## config.mk

```make
export PLATFORM = sky130hd
export DESIGN_NAME = interlock_arbiter
export DESIGN_NICKNAME = d
export VERILOG_FILES = /design/src/rtl/interlock_pkg.sv /design/src/rtl/interlock_route_fsm.sv /design/src/rtl/interlock_arbiter.sv
export SDC_FILE = /design/constraint.sdc
export NUM_CORES = 1
export LEC_CHECK = 0
export ABC_AREA = 0
export CORE_MARGIN = 5
export CORE_UTILIZATION = 50
export CTS_CLUSTER_DIAMETER = 120
export CTS_CLUSTER_SIZE = 40
export DETAILED_ROUTE_END_ITERATION = 10
export PLACE_DENSITY = 0.66
export REMOVE_ABC_BUFFERS = 1
export SYNTH_ARGS = -nofsm -noshare
export SYNTH_HDL_FRONTEND = slang
export SYNTH_HIERARCHICAL = 1
export SYNTH_SLANG_ARGS = --single-unit
```

## constraint.sdc

```tcl
create_clock -name i_clk -period 10.95 [get_ports i_clk]
set_clock_uncertainty 0.2 [all_clocks]
set_input_delay 2.19 -clock i_clk [delete_from_list [all_inputs] [get_ports i_clk]]
set_output_delay 2.19 -clock i_clk [all_outputs]
set_load 0.01 [all_outputs]
```

## src/rtl/interlock_pkg.sv

```systemverilog
// Shared types and helpers for the route interlock arbiter.
// Mask and index widths are sized for the largest supported route count.
package interlock_pkg;

  localparam int unsigned MAX_ROUTES = 32;
  localparam int unsigned IDX_W      = 5;
  localparam int unsigned MASK_W     = MAX_ROUTES * MAX_ROUTES;
  localparam int unsigned MASK_IDX_W = 10;

  typedef enum logic [1:0] {
    ST_IDLE      = 2'd0,
    ST_GRANTED   = 2'd1,
    ST_RELEASING = 2'd2
  } route_state_e;

  typedef struct packed {
    logic             valid;
    logic [IDX_W-1:0] idx;
  } rr_pick_t;

  // Conflict bit for routes i and j; a route never conflicts with itself.
  function automatic logic conflicts(input logic [MASK_W-1:0] mask,
                                     input int unsigned       n,
                                     input int unsigned       i,
                                     input int unsigned       j);
    if (i == j) return 1'b0;
    return mask[MASK_IDX_W'(i * n + j)];
  endfunction

  // First set bit of eligible searching upward from ptr, wrapping at n.
  function automatic rr_pick_t rr_pick(input logic [MAX_ROUTES-1:0] eligible,
                                       input int unsigned           ptr,
                                       input int unsigned           n);
    rr_pick_t    res;
    int unsigned cand;
    res = '0;
    for (int unsigned k = 0; k < MAX_ROUTES; k++) begin
      if (k < n) begin
        cand = ptr + k;
        if (cand >= n) cand = cand - n;
        if (!res.valid && eligible[IDX_W'(cand)]) begin
          res.valid = 1'b1;
          res.idx   = IDX_W'(cand);
        end
      end
    end
    return res;
  endfunction

endpackage

```

## src/rtl/interlock_route_fsm.sv

```systemverilog
// Per-route lock state machine: idle, granted, then a timed release hold-off.
module interlock_route_fsm
  import interlock_pkg::*;
#(
  parameter int unsigned RELEASE_CYCLES = 4,
  parameter int unsigned CNT_W          = 8
) (
  input  logic         i_clk,
  input  logic         i_rst,
  input  logic         select,
  input  logic         i_req,
  output route_state_e state,
  output logic         o_grant,
  output logic         o_locked,
  output logic         o_grant_pulse
);

  logic [CNT_W-1:0] cnt;

  always_ff @(posedge i_clk or posedge i_rst) begin
    if (i_rst) begin
      state         <= ST_IDLE;
      cnt           <= '0;
      o_grant       <= 1'b0;
      o_locked      <= 1'b0;
      o_grant_pulse <= 1'b0;
    end else begin
      o_grant_pulse <= 1'b0;
      unique case (state)
        ST_IDLE: begin
          if (select) begin
            state         <= ST_GRANTED;
            o_grant       <= 1'b1;
            o_locked      <= 1'b1;
            o_grant_pulse <= 1'b1;
          end
        end
        ST_GRANTED: begin
          if (!i_req) begin
            o_grant <= 1'b0;
            if (RELEASE_CYCLES == 0) begin
              state    <= ST_IDLE;
              o_locked <= 1'b0;
            end else begin
              state <= ST_RELEASING;
              cnt   <= CNT_W'(RELEASE_CYCLES - 1);
            end
          end
        end
        ST_RELEASING: begin
          // Requests are ignored here; the route must return to idle first.
          if (cnt == '0) begin
            state    <= ST_IDLE;
            o_locked <= 1'b0;
          end else begin
            cnt <= cnt - CNT_W'(1);
          end
        end
        default: begin
          state    <= ST_IDLE;
          o_grant  <= 1'b0;
          o_locked <= 1'b0;
        end
      endcase
    end
  end

endmodule

```

## src/rtl/interlock_arbiter.sv

```systemverilog
// Round-robin route arbiter with conflict-matrix interlocking and release hold-off.
// At most one new route is granted per cycle; locks are held until released.
module interlock_arbiter
  import interlock_pkg::*;
#(
  parameter int unsigned                       N_ROUTES       = 8,
  parameter logic [N_ROUTES*N_ROUTES-1:0]      CONFLICT_MASK  = '0,
  parameter int unsigned                       RELEASE_CYCLES = 4,
  parameter int unsigned                       CNT_W          = 8
) (
  input  logic                i_clk,
  input  logic                i_rst,
  input  logic [N_ROUTES-1:0] i_req,
  input  logic [N_ROUTES-1:0] i_inhibit,
  output logic [N_ROUTES-1:0] o_grant,
  output logic [N_ROUTES-1:0] o_locked,
  output logic [N_ROUTES-1:0] o_grant_pulse,
  output logic                o_conflict_err
);

  localparam int unsigned PTR_W = (N_ROUTES > 1) ? $clog2(N_ROUTES) : 1;
  localparam logic [MASK_W-1:0] MASK_EXT = MASK_W'(CONFLICT_MASK);

  route_state_e        st [N_ROUTES];
  logic [N_ROUTES-1:0] blocked_c;
  logic [N_ROUTES-1:0] eligible_c;
  logic [N_ROUTES-1:0] select_c;
  logic [PTR_W-1:0]    ptr;
  logic [PTR_W-1:0]    ptr_nxt_c;
  rr_pick_t            pick_c;
  logic                err_c;
  int unsigned         nxt_c;

  // Eligibility uses registered lock state only.
  always_comb begin
    blocked_c  = '0;
    eligible_c = '0;
    for (int unsigned r = 0; r < N_ROUTES; r++) begin
      for (int unsigned j = 0; j < N_ROUTES; j++) begin
        if (conflicts(MASK_EXT, N_ROUTES, r, j) && o_locked[j]) blocked_c[r] = 1'b1;
      end
      eligible_c[r] = (st[r] == ST_IDLE) && i_req[r] && !i_inhibit[r] && !blocked_c[r];
    end
  end

  always_comb begin
    pick_c    = rr_pick(MAX_ROUTES'(eligible_c), 32'(ptr), N_ROUTES);
    select_c  = '0;
    for (int unsigned r = 0; r < N_ROUTES; r++) begin
      select_c[r] = pick_c.valid && (32'(pick_c.idx) == r);
    end
    nxt_c = 32'(pick_c.idx) + 32'd1;
    if (nxt_c >= N_ROUTES) nxt_c = 32'd0;
    ptr_nxt_c = pick_c.valid ? PTR_W'(nxt_c) : ptr;
  end

  // Defensive check: two mutually conflicting routes locked together.
  always_comb begin
    err_c = 1'b0;
    for (int unsigned i = 0; i < N_ROUTES; i++) begin
      for (int unsigned j = i + 1; j < N_ROUTES; j++) begin
        if (conflicts(MASK_EXT, N_ROUTES, i, j) && o_locked[i] && o_locked[j]) err_c = 1'b1;
      end
    end
  end

  always_ff @(posedge i_clk or posedge i_rst) begin
    if (i_rst) begin
      ptr            <= '0;
      o_conflict_err <= 1'b0;
    end else begin
      ptr            <= ptr_nxt_c;
      o_conflict_err <= o_conflict_err | err_c;
    end
  end

  for (genvar g = 0; g < N_ROUTES; g++) begin : g_route
    interlock_route_fsm #(
      .RELEASE_CYCLES(RELEASE_CYCLES),
      .CNT_W         (CNT_W)
    ) u_fsm (
      .i_clk        (i_clk),
      .i_rst        (i_rst),
      .select       (select_c[g]),
      .i_req        (i_req[g]),
      .state        (st[g]),
      .o_grant      (o_grant[g]),
      .o_locked     (o_locked[g]),
      .o_grant_pulse(o_grant_pulse[g])
    );
  end

endmodule

```

==> flow_metrics.env, run 1 <==
export IMPL_leakage_nw=3.08
export IMPL_netlist_area_mm2=0.00643
export IMPL_portBuffers=41
export IMPL_yosysTopAreaCellShare_pct=41.7
export IMPL_synth_seq_area_share_pct=41.7
export IMPL_crit_required_ps=10970
export IMPL_holdPathEnd="g_route[2].u_fsm/cnt[3]$_DFFE_PP0P_"
export IMPL_cts_sinks=107
export IMPL_status="completed"
export IMPL_synth_top_area_cell="dfrtp_1"
export IMPL_num_rows=41
export IMPL_timing_hold_ws_ps=314
export IMPL_synth_cell_types=81
export IMPL_fin_setup_tns_ps=0
export IMPL_fillers=1125
export IMPL_dpl_cell_count=875
export IMPL_ff2ff_path_depth=17
export IMPL_rr_startpoint="ptr[0]$_DFFE_PP0P_"
export IMPL_cts_tree="done"
export IMPL_path_clk_slew_ps=70
export IMPL_cp_end_kind="flip-flop"
export IMPL_grt_pass1_vias=4937
export IMPL_drc=0
export IMPL_relSlewSlack_pct=50.7
export IMPL_synthArstFlopShare_pct=100
export IMPL_diodes=0
export IMPL_grt_first_pass_wirelength_um=23500
export IMPL_cp_start_kind="input port"
export IMPL_period_needed_ps=5640
export IMPL_cts_htree_levels=3
export IMPL_final_cell_mix="dfrtp_1, nand2_1, inv_1, a21oi_1, nor2_1"
export IMPL_rsz0062_at_grt="no"
export IMPL_drt_iter0_markers=328
export IMPL_drtPass1Iterations=5
export IMPL_hold_viol=0
export IMPL_whs_path_depth=1
export IMPL_globalplace_congestion=0.964
export IMPL_regToRegSetupSlack_ps=6490
export IMPL_die_h_um=123
export IMPL_die_w_um=123
export IMPL_ys_flop_type="dfrtp_1"
export IMPL_slew_viol_final=0
export IMPL_drive_above_1_share_pct=12.0
export IMPL_grt_overflow_total=0
export IMPL_cts_resized_gates=0
export IMPL_arrival_ps=5660
export IMPL_grt_max_degree=19
export IMPL_ir_drop_mv=0.152
export IMPL_cts_buffers=9
export IMPL_fmaxAchievable_mhz=177
export IMPL_num_io_pins=43
export IMPL_maxCapViolCount=0
export IMPL_r2r_end="g_route[7].u_fsm/o_locked$_DFFE_PP0P_"
export IMPL_yosys_top_cells_area="dfrtp_1, ha_1, a21oi_1"
export IMPL_dieArea_mm2=0.0152
export IMPL_syn_mean_instance_area_um2=9.57
export IMPL_worstMarginPinSlew_ps=729
export IMPL_hpwlAfterDp_um=10200
export IMPL_ys_warn_count=6
export IMPL_clockRootBuffer="clkbuf_16"
export IMPL_min_delay_start="g_route[2].u_fsm/cnt[3]$_DFFE_PP0P_"
export IMPL_vias=5169
export IMPL_wirelength_um=13700
export IMPL_hold_class="flip-flop to flip-flop"
export IMPL_finalSetupViolations=0
export IMPL_syn_inst=672
export IMPL_finalNetCount=756
export IMPL_layout_commonest_cell="dfrtp_1"
export IMPL_post_route_period_util_pct=51.5
export IMPL_core_mm2=0.0126
export IMPL_max_clock_path_buffers=2
export IMPL_pre_cts_slack_ps=4990
export IMPL_ys_ff_latch=107
export IMPL_powerDensity_mw_per_mm2=294
export IMPL_clock_latency_ps=360
export IMPL_antenna_found_initial=0
export IMPL_wl_per_cell_um=15.4
export IMPL_postCtsSetupBuffers=0
export IMPL_layoutNonFillerInstCount=891
export IMPL_area_growth_pct=12.8
export IMPL_antenna_left=0
export IMPL_path_max_fanout=8
export IMPL_viasPerCell=5.80
export IMPL_crit_type="input port to flip-flop"
export IMPL_initial_utilization_pct=50.9
export IMPL_grt_usage_pct=19.2
export IMPL_setup_ws_ps=5310
export IMPL_synth_edf_count=0
export IMPL_hold_buffers=0
-- state kept, by name, indices dropped and copies added (netlist names) --
name,count
g_route.u_fsm/cnt,64
g_route.u_fsm/o_grant,8
g_route.u_fsm/o_grant_pulse,8
g_route.u_fsm/o_locked,8
g_route.u_fsm/state,16
ptr,3
-- synthesized netlist by cell type, types with 4 or more instances --
cell and n:
nand2_1 68, nor3_1 4, nor2_1 45, buf_6 6
or2b_1 12, o211ai_1 10, a31o_2 12, nand4_1 5
o22ai_2 5, o31ai_1 8, mux2i_1 13, inv_1 66
or4b_4 4, a21oi_1 51, or3b_4 7, nand2b_1 12
or3_1 18, o31a_2 4, a21o_1 9, o22ai_1 12
ha_1 24, nor4_2 4, nand3_1 4, nor4_1 13
dfrtp_1 107, a32o_2 4, nor3b_1 15, nor2b_1 6
nor4b_1 8, a21boi_0 8, o21ai_0 29
-- critical path, cell delays in order --
cell	delay, ps
clkdlybuf4s50_1	550
or4b_4	530
o22ai_2	200
nor2_1	160
o211a_4	290
o2111a_2	340
nor3b_1	160
o22ai_1	230
nand2_1	140
ha_1	260
nand2_1	100
nor2_1	80
nand2b_1	140
a21boi_0	190
o22ai_1	100
-- where the power goes --
part           total, mW  internal (mW)  switching [mW]
Clock              0.315          0.163           0.153
Combinational       1.08          0.474           0.603
Sequential         0.742          0.555           0.186
-- how the worst max path moves through the flow --
stage | from | endpoint | slack [ps] | cells past startpoint
finish | i_req[3] | g_route[7].u_fsm/o_grant$_DFFE_PP0P_ | 5310 | 15
floorplan | i_inhibit[2] | g_route[5].u_fsm/o_grant$_DFFE_PP0P_ | 5850 | 15
global route | i_req[4] | g_route[7].u_fsm/o_grant$_DFFE_PP0P_ | 4970 | 15
global placement | i_req[3] | g_route[7].u_fsm/o_grant$_DFFE_PP0P_ | 5040 | 15
CTS | i_req[3] | g_route[7].u_fsm/o_grant$_DFFE_PP0P_ | 5360 | 15
detailed placement | i_req[2] | g_route[0].u_fsm/o_locked$_DFFE_PP0P_ | 4990 | 17
-- per-layer routing --
metal / global-route usage (%) / vias up / wire length (um)
li1: - / 2533 / -
met1: 24.9 / 2524 / 6330
met2: 31.7 / 94 / 6610
met3: 5.17 / 18 / 622
met4: 5.26 / 0 / 187
met5: 0 / - / 0
-- metrics by stage --
stage	util (%)	power, mW	instance area, um2
after floorplan	-	1.54	6340
after global placement	55.2	1.78	6960
after detailed placement	55.2	1.82	6960
after CTS	57.5	2.15	7250
after global routing	57.5	2.32	7250
final	57.5	2.13	7250
-- final cells by class --
type,count,area [um2],area share [%]
clock buffer,10,239,3.30
clock inverter,6,51.3,0.707
inverter,67,251,3.47
multi-input combinational,488,3410,47.0
sequential,107,2680,36.9
tap,172,215,2.97
timing repair buffer,41,410,5.66
-- cell families after synthesis --
family | after synthesis | share of synthesized area [%]
AOI/OAI and AO/OA | 194 | 21.7
xor gates and xnor gates | 2 | 0.273
adders and majority gates | 24 | 4.67
buffers and inverters | 77 | 5.35
DFF | 107 | 41.7
muxes | 17 | 3.25
other | 1 | 0.0583
and+or+nand+nor | 250 | 23.1
Note: power is estimated with default switching activity, not from simulation.
==> run 2, diff against run 1 <==
PLACE_DENSITY = 0.69   (was 0.66)
clock period = 4.79 ns   (was 10.95 ns; I/O delays follow)
==> flow_metrics.env, run 2 (synthesis gave the netlist of run 1 again) <==
export IMPL_crit_required_ps=4810
export IMPL_cts_htree_levels=3
export IMPL_hold_buffers=0
export IMPL_die_h_um=123
export IMPL_finalNetCount=768
export IMPL_wl_per_cell_um=15.3
export IMPL_min_delay_start="g_route[7].u_fsm/cnt[0]$_DFFE_PP0P_"
export IMPL_top_regs="g_route.u_fsm/cnt x64, g_route.u_fsm/state x16"
export IMPL_fmaxAchievable_mhz=231
export IMPL_power_mw=4.90
export IMPL_initial_utilization_pct=50.9
export IMPL_r2r_end="g_route[1].u_fsm/o_grant$_DFFE_PP0P_"
export IMPL_crit_slowest_cell="mux4_2"
export IMPL_ff2ff_path_depth=17
export IMPL_rr_startpoint="ptr[1]$_DFFE_PP0P_"
export IMPL_cp_slowest_stage_delay_ps=540
export IMPL_num_rows=41
export IMPL_grt_pass1_vias=5223
export IMPL_path_cells="clkdlybuf4s50_1 -> nor4b_1 -> buf_4 -> mux4_2 -> nor2_1 -> a21oi_1 -> or4_1 -> a32oi_1 -> o22ai_1 -> nand2_1 -> inv_1 -> ha_1 -> nand2_1 -> nor2b_1 -> nand2b_1 -> a21boi_0 -> o22ai_1"
export IMPL_layoutNonFillerInstCount=902
export IMPL_timing_hold_ws_ps=324
export IMPL_num_io_pins=43
export IMPL_grt_overflow_total=0
export IMPL_max_clock_path_buffers=2
export IMPL_core_mm2=0.0126
export IMPL_regToRegSetupSlack_ps=530
export IMPL_ir_drop_mv=0.391
export IMPL_worstMarginPinSlew_ps=798
export IMPL_hold_class="flip-flop to flip-flop"
export IMPL_slew_viol_final=0
export IMPL_drc=0
export IMPL_drt_iter0_markers=349
export IMPL_cp_end_kind="flip-flop"
export IMPL_relSlewSlack_pct=46.0
export IMPL_status="completed"
export IMPL_largest_reg_flops=64
export IMPL_top_register="g_route.u_fsm/cnt"
export IMPL_drtPass1Iterations=6
export IMPL_grt_max_degree=17
export IMPL_cp_start_kind="input port"
export IMPL_die_w_um=123
export IMPL_crit_type="input port to flip-flop"
export IMPL_holdPathEnd="g_route[7].u_fsm/cnt[0]$_DFFE_PP0P_"
export IMPL_dpl_cell_count=887
export IMPL_cts_buffers=9
export IMPL_fin_setup_tns_ps=0
export IMPL_viasPerCell=5.76
export IMPL_dieArea_mm2=0.0152
export IMPL_whs_path_depth=1
export IMPL_path_clk_slew_ps=70
export IMPL_hpwlAfterDp_um=10300
export IMPL_layout_commonest_cell="dfrtp_1"
export IMPL_portBuffers=41
export IMPL_arrival_ps=4360
export IMPL_antenna_found_initial=0
export IMPL_drive_above_1_share_pct=12.9
export IMPL_globalplace_congestion=0.940
export IMPL_cts_sinks=107
export IMPL_path_max_fanout=6
export IMPL_wirelength_um=13800
export IMPL_grt_usage_pct=19.6
export IMPL_final_cell_mix="dfrtp_1, nand2_1, inv_1, a21oi_1, nor2_1"
export IMPL_cts_tree="done"
export IMPL_leakage_nw=3.12
export IMPL_area_growth_pct=13.8
export IMPL_clockRootBuffer="clkbuf_16"
export IMPL_postCtsSetupBuffers=0
export IMPL_hold_viol=0
export IMPL_powerDensity_mw_per_mm2=669
export IMPL_rsz0062_at_grt="no"
export IMPL_clock_latency_ps=350
export IMPL_period_needed_ps=4330
export IMPL_diodes=0
export IMPL_antenna_left=0
export IMPL_finalSetupViolations=0
export IMPL_post_route_period_util_pct=90.5
export IMPL_vias=5198
export IMPL_maxCapViolCount=0
export IMPL_cts_resized_gates=0
export IMPL_grt_first_pass_wirelength_um=24200
==> run 2: power breakdown <==
part	leakage [nW]	switching (mW)	internal, mW
Sequential	1.30	0.405	1.27
Clock	0.126	0.317	0.364
Combinational	1.70	1.41	1.13
Total	3.12	2.13	2.76
==> run 2: worst max path at each step <==
stage	from	endpoint	slack (ps)	cells after the start
2_1_floorplan	i_inhibit[2]	g_route[5].u_fsm/o_grant$_DFFE_PP0P_	930	15
5_1_grt	i_req[7]	g_route[1].u_fsm/o_locked$_DFFE_PP0P_	130	17
3_5_place_dp	i_req[0]	g_route[1].u_fsm/o_locked$_DFFE_PP0P_	80	17
6_report	i_req[5]	g_route[1].u_fsm/o_grant$_DFFE_PP0P_	460	17
3_3_place_gp	i_req[5]	g_route[1].u_fsm/o_grant$_DFFE_PP0P_	180	17
4_1_cts	i_req[7]	g_route[1].u_fsm/o_locked$_DFFE_PP0P_	450	17
==> run 2: layout make-up <==
class	count	area (um2)
sequential	107	2680
clock inverter	2	12.5
tap	172	215
fill	1139	5310
clock buffer	13	250
inverter	67	251
multi-input combinational	488	3410
timing repair buffer	53	500
==> run 2: layer usage <==
| layer | track usage [%] | up-vias | part of all wire, % |
|---|---|---|---|
| met5 | 0 | - | 0 |
| met2 | 32.7 | 112 | 49 |
| met4 | 6.02 | 0 | 1.6 |
| met1 | 25.0 | 2529 | 45 |
| li1 | - | 2542 | - |
| met3 | 5.08 | 15 | 4.5 |
==> run 2: through the flow <==
step           worst slack [ps]  utilization [%]  instance area [um2]
5_1_grt                     134             58.0                 7310
4_1_cts                     452             58.0                 7310
6_report                    455             58.0                 7310
3_3_place_gp                180             55.9                 7050
2_1_floorplan               926                -                 6340
3_5_place_dp               82.2             55.9                 7050
==> run 2: critical path: cells and delay by family <==
kind	cells	cell delay, ps
AND/OR/NAND/NOR	7	1210
AO/OA/AOI/OAI	5	780
buffers and inverters	3	680
multiplexers	1	540
adder cells (fa/ha/maj)	1	190
==> run 3, diff against run 2 <==
GPL_ROUTABILITY_DRIVEN = 0   (was default)
SKIP_CTS_REPAIR_TIMING = 1   (was default)
==> flow_metrics.env, run 3 (synthesis gave the netlist of run 1 again) <==
export IMPL_antenna_found_initial=0
export IMPL_ir_drop_mv=0.329
export IMPL_relSlewSlack_pct=51.5
export IMPL_max_clock_path_buffers=2
export IMPL_drive_above_1_share_pct=13.2
export IMPL_vias=5191
export IMPL_cts_sinks=107
export IMPL_cts_buffers=9
export IMPL_slew_viol_final=0
export IMPL_core_mm2=0.0126
export IMPL_finalNetCount=765
export IMPL_grt_pass1_vias=5026
export IMPL_viasPerCell=5.77
export IMPL_crit_slowest_cell="clkdlybuf4s50_1"
export IMPL_wirelength_um=13700
export IMPL_path_cells="clkdlybuf4s50_1 -> or4b_4 -> o22ai_2 -> nor2_1 -> o211a_4 -> o2111a_2 -> nor3b_1 -> o22ai_1 -> nand2_1 -> ha_1 -> nand2_1 -> nor2_1 -> nand2b_1 -> a21boi_0 -> o22ai_1"
export IMPL_drc=0
export IMPL_cp_slowest_stage_delay_ps=540
export IMPL_arrival_ps=4420
export IMPL_wl_per_cell_um=15.3
export IMPL_worstMarginPinSlew_ps=717
export IMPL_clockRootBuffer="clkbuf_16"
export IMPL_hpwlAfterDp_um=10400
export IMPL_fmaxAchievable_mhz=228
export IMPL_layout_commonest_cell="dfrtp_1"
export IMPL_grt_usage_pct=19.3
export IMPL_largest_reg_flops=64
export IMPL_grt_overflow_total=0
export IMPL_cp_start_kind="input port"
export IMPL_post_route_period_util_pct=91.7
export IMPL_crit_type="input port to flip-flop"
export IMPL_cts_tree="done"
export IMPL_portBuffers=41
export IMPL_cp_end_kind="flip-flop"
export IMPL_grt_max_degree=19
export IMPL_hold_class="flip-flop to flip-flop"
export IMPL_die_h_um=123
export IMPL_top_register="g_route.u_fsm/cnt"
export IMPL_cts_htree_levels=3
export IMPL_drt_iter0_markers=388
export IMPL_crit_required_ps=4820
export IMPL_leakage_nw=3.12
export IMPL_status="completed"
export IMPL_num_io_pins=43
export IMPL_hold_viol=0
export IMPL_maxCapViolCount=0
export IMPL_num_rows=41
export IMPL_fin_setup_tns_ps=0
export IMPL_die_w_um=123
export IMPL_top_regs="g_route.u_fsm/cnt x64, g_route.u_fsm/state x16"
export IMPL_timing_hold_ws_ps=319
export IMPL_final_cell_mix="dfrtp_1, nand2_1, inv_1, a21oi_1, nor2_1"
export IMPL_dieArea_mm2=0.0152
export IMPL_area_growth_pct=13.8
export IMPL_diodes=0
export IMPL_path_clk_slew_ps=70
export IMPL_drtPass1Iterations=5
export IMPL_antenna_left=0
export IMPL_grt_first_pass_wirelength_um=23700
export IMPL_rsz0062_at_grt="no"
export IMPL_powerDensity_mw_per_mm2=671
export IMPL_path_max_fanout=8
export IMPL_initial_utilization_pct=50.9
export IMPL_period_needed_ps=4390
export IMPL_clock_latency_ps=360
export IMPL_finalSetupViolations=0
## run 3: cell types whose count changed in the layout (fill, tap and decap cells not counted), sizes merged
cell and change:
clkbuf -3, buf -3, clkinv +1, clkinvlp +1, inv +2
## run 3: final timing paths
check,from,to,slack (ps),cells after the start
worst max register to register,ptr[1]$_DFFE_PP0P_,g_route[7].u_fsm/o_locked$_DFFE_PP0P_,560,17
min in group asynchronous,i_rst,ptr[1]$_DFFE_PP0P_,940,2
worst min-delay path,g_route[2].u_fsm/cnt[3]$_DFFE_PP0P_,g_route[2].u_fsm/cnt[3]$_DFFE_PP0P_,320,1
worst min register to register,g_route[2].u_fsm/cnt[3]$_DFFE_PP0P_,g_route[2].u_fsm/cnt[3]$_DFFE_PP0P_,320,1
max in group asynchronous,i_rst,g_route[6].u_fsm/state[0]$_DFFE_PP0P_,2910,2
worst max-delay path,i_req[0],g_route[7].u_fsm/o_grant$_DFFE_PP0P_,400,15
## run 3: metrics by stage
step / power (mW) / utilization [%] / cells / setup WS [ps] / cell area [um2]
2_1_floorplan: 3.52 / - / 662 / 926 / 6340
3_3_place_gp: 4.08 / 55.7 / 884 / 171 / 7030
3_5_place_dp: 4.18 / 55.7 / 884 / 68.4 / 7030
4_1_cts: 4.92 / 58.0 / 900 / 440 / 7310
5_1_grt: 5.36 / 58.0 / 900 / 87.3 / 7320
6_report: 4.91 / 58.0 / 900 / 397 / 7320
## run 3: where the power goes
part / internal, mW / switching, mW / total (mW)
combinational: 1.10 / 1.39 / 2.49
sequential: 1.27 / 0.424 / 1.70
clock: 0.371 / 0.348 / 0.719
## run 3: final cells by class
cell class / instances / area [um2]
well taps: 172 / 215
repair buffers: 50 / 478
inverters: 67 / 251
fillers: 1119 / 5300
flip-flops and latches: 107 / 2680
multi-input cells: 488 / 3410
clock buffers: 10 / 239
clock inverters: 6 / 46.3
## run 3: routing by layer
metal  global-route usage, %  part of all wire (%)  wire length (um)  vias up
li1                        -                     -                 -     2534
met1                    25.3                    46              6280     2535
met2                    31.8                    48              6610       97
met3                    3.16                   3.4               473       25
met4                    8.10                   2.8               382        0
met5                       0                     0                 0        -
## run 3: critical path: cells and delay by family
family | cells | cell delay, ps
buffers and inverters | 1 | 540
adder cells (fa/ha/maj) | 1 | 270
AO/OA/AOI/OAI | 6 | 1330
AND/OR/NAND/NOR | 7 | 1310
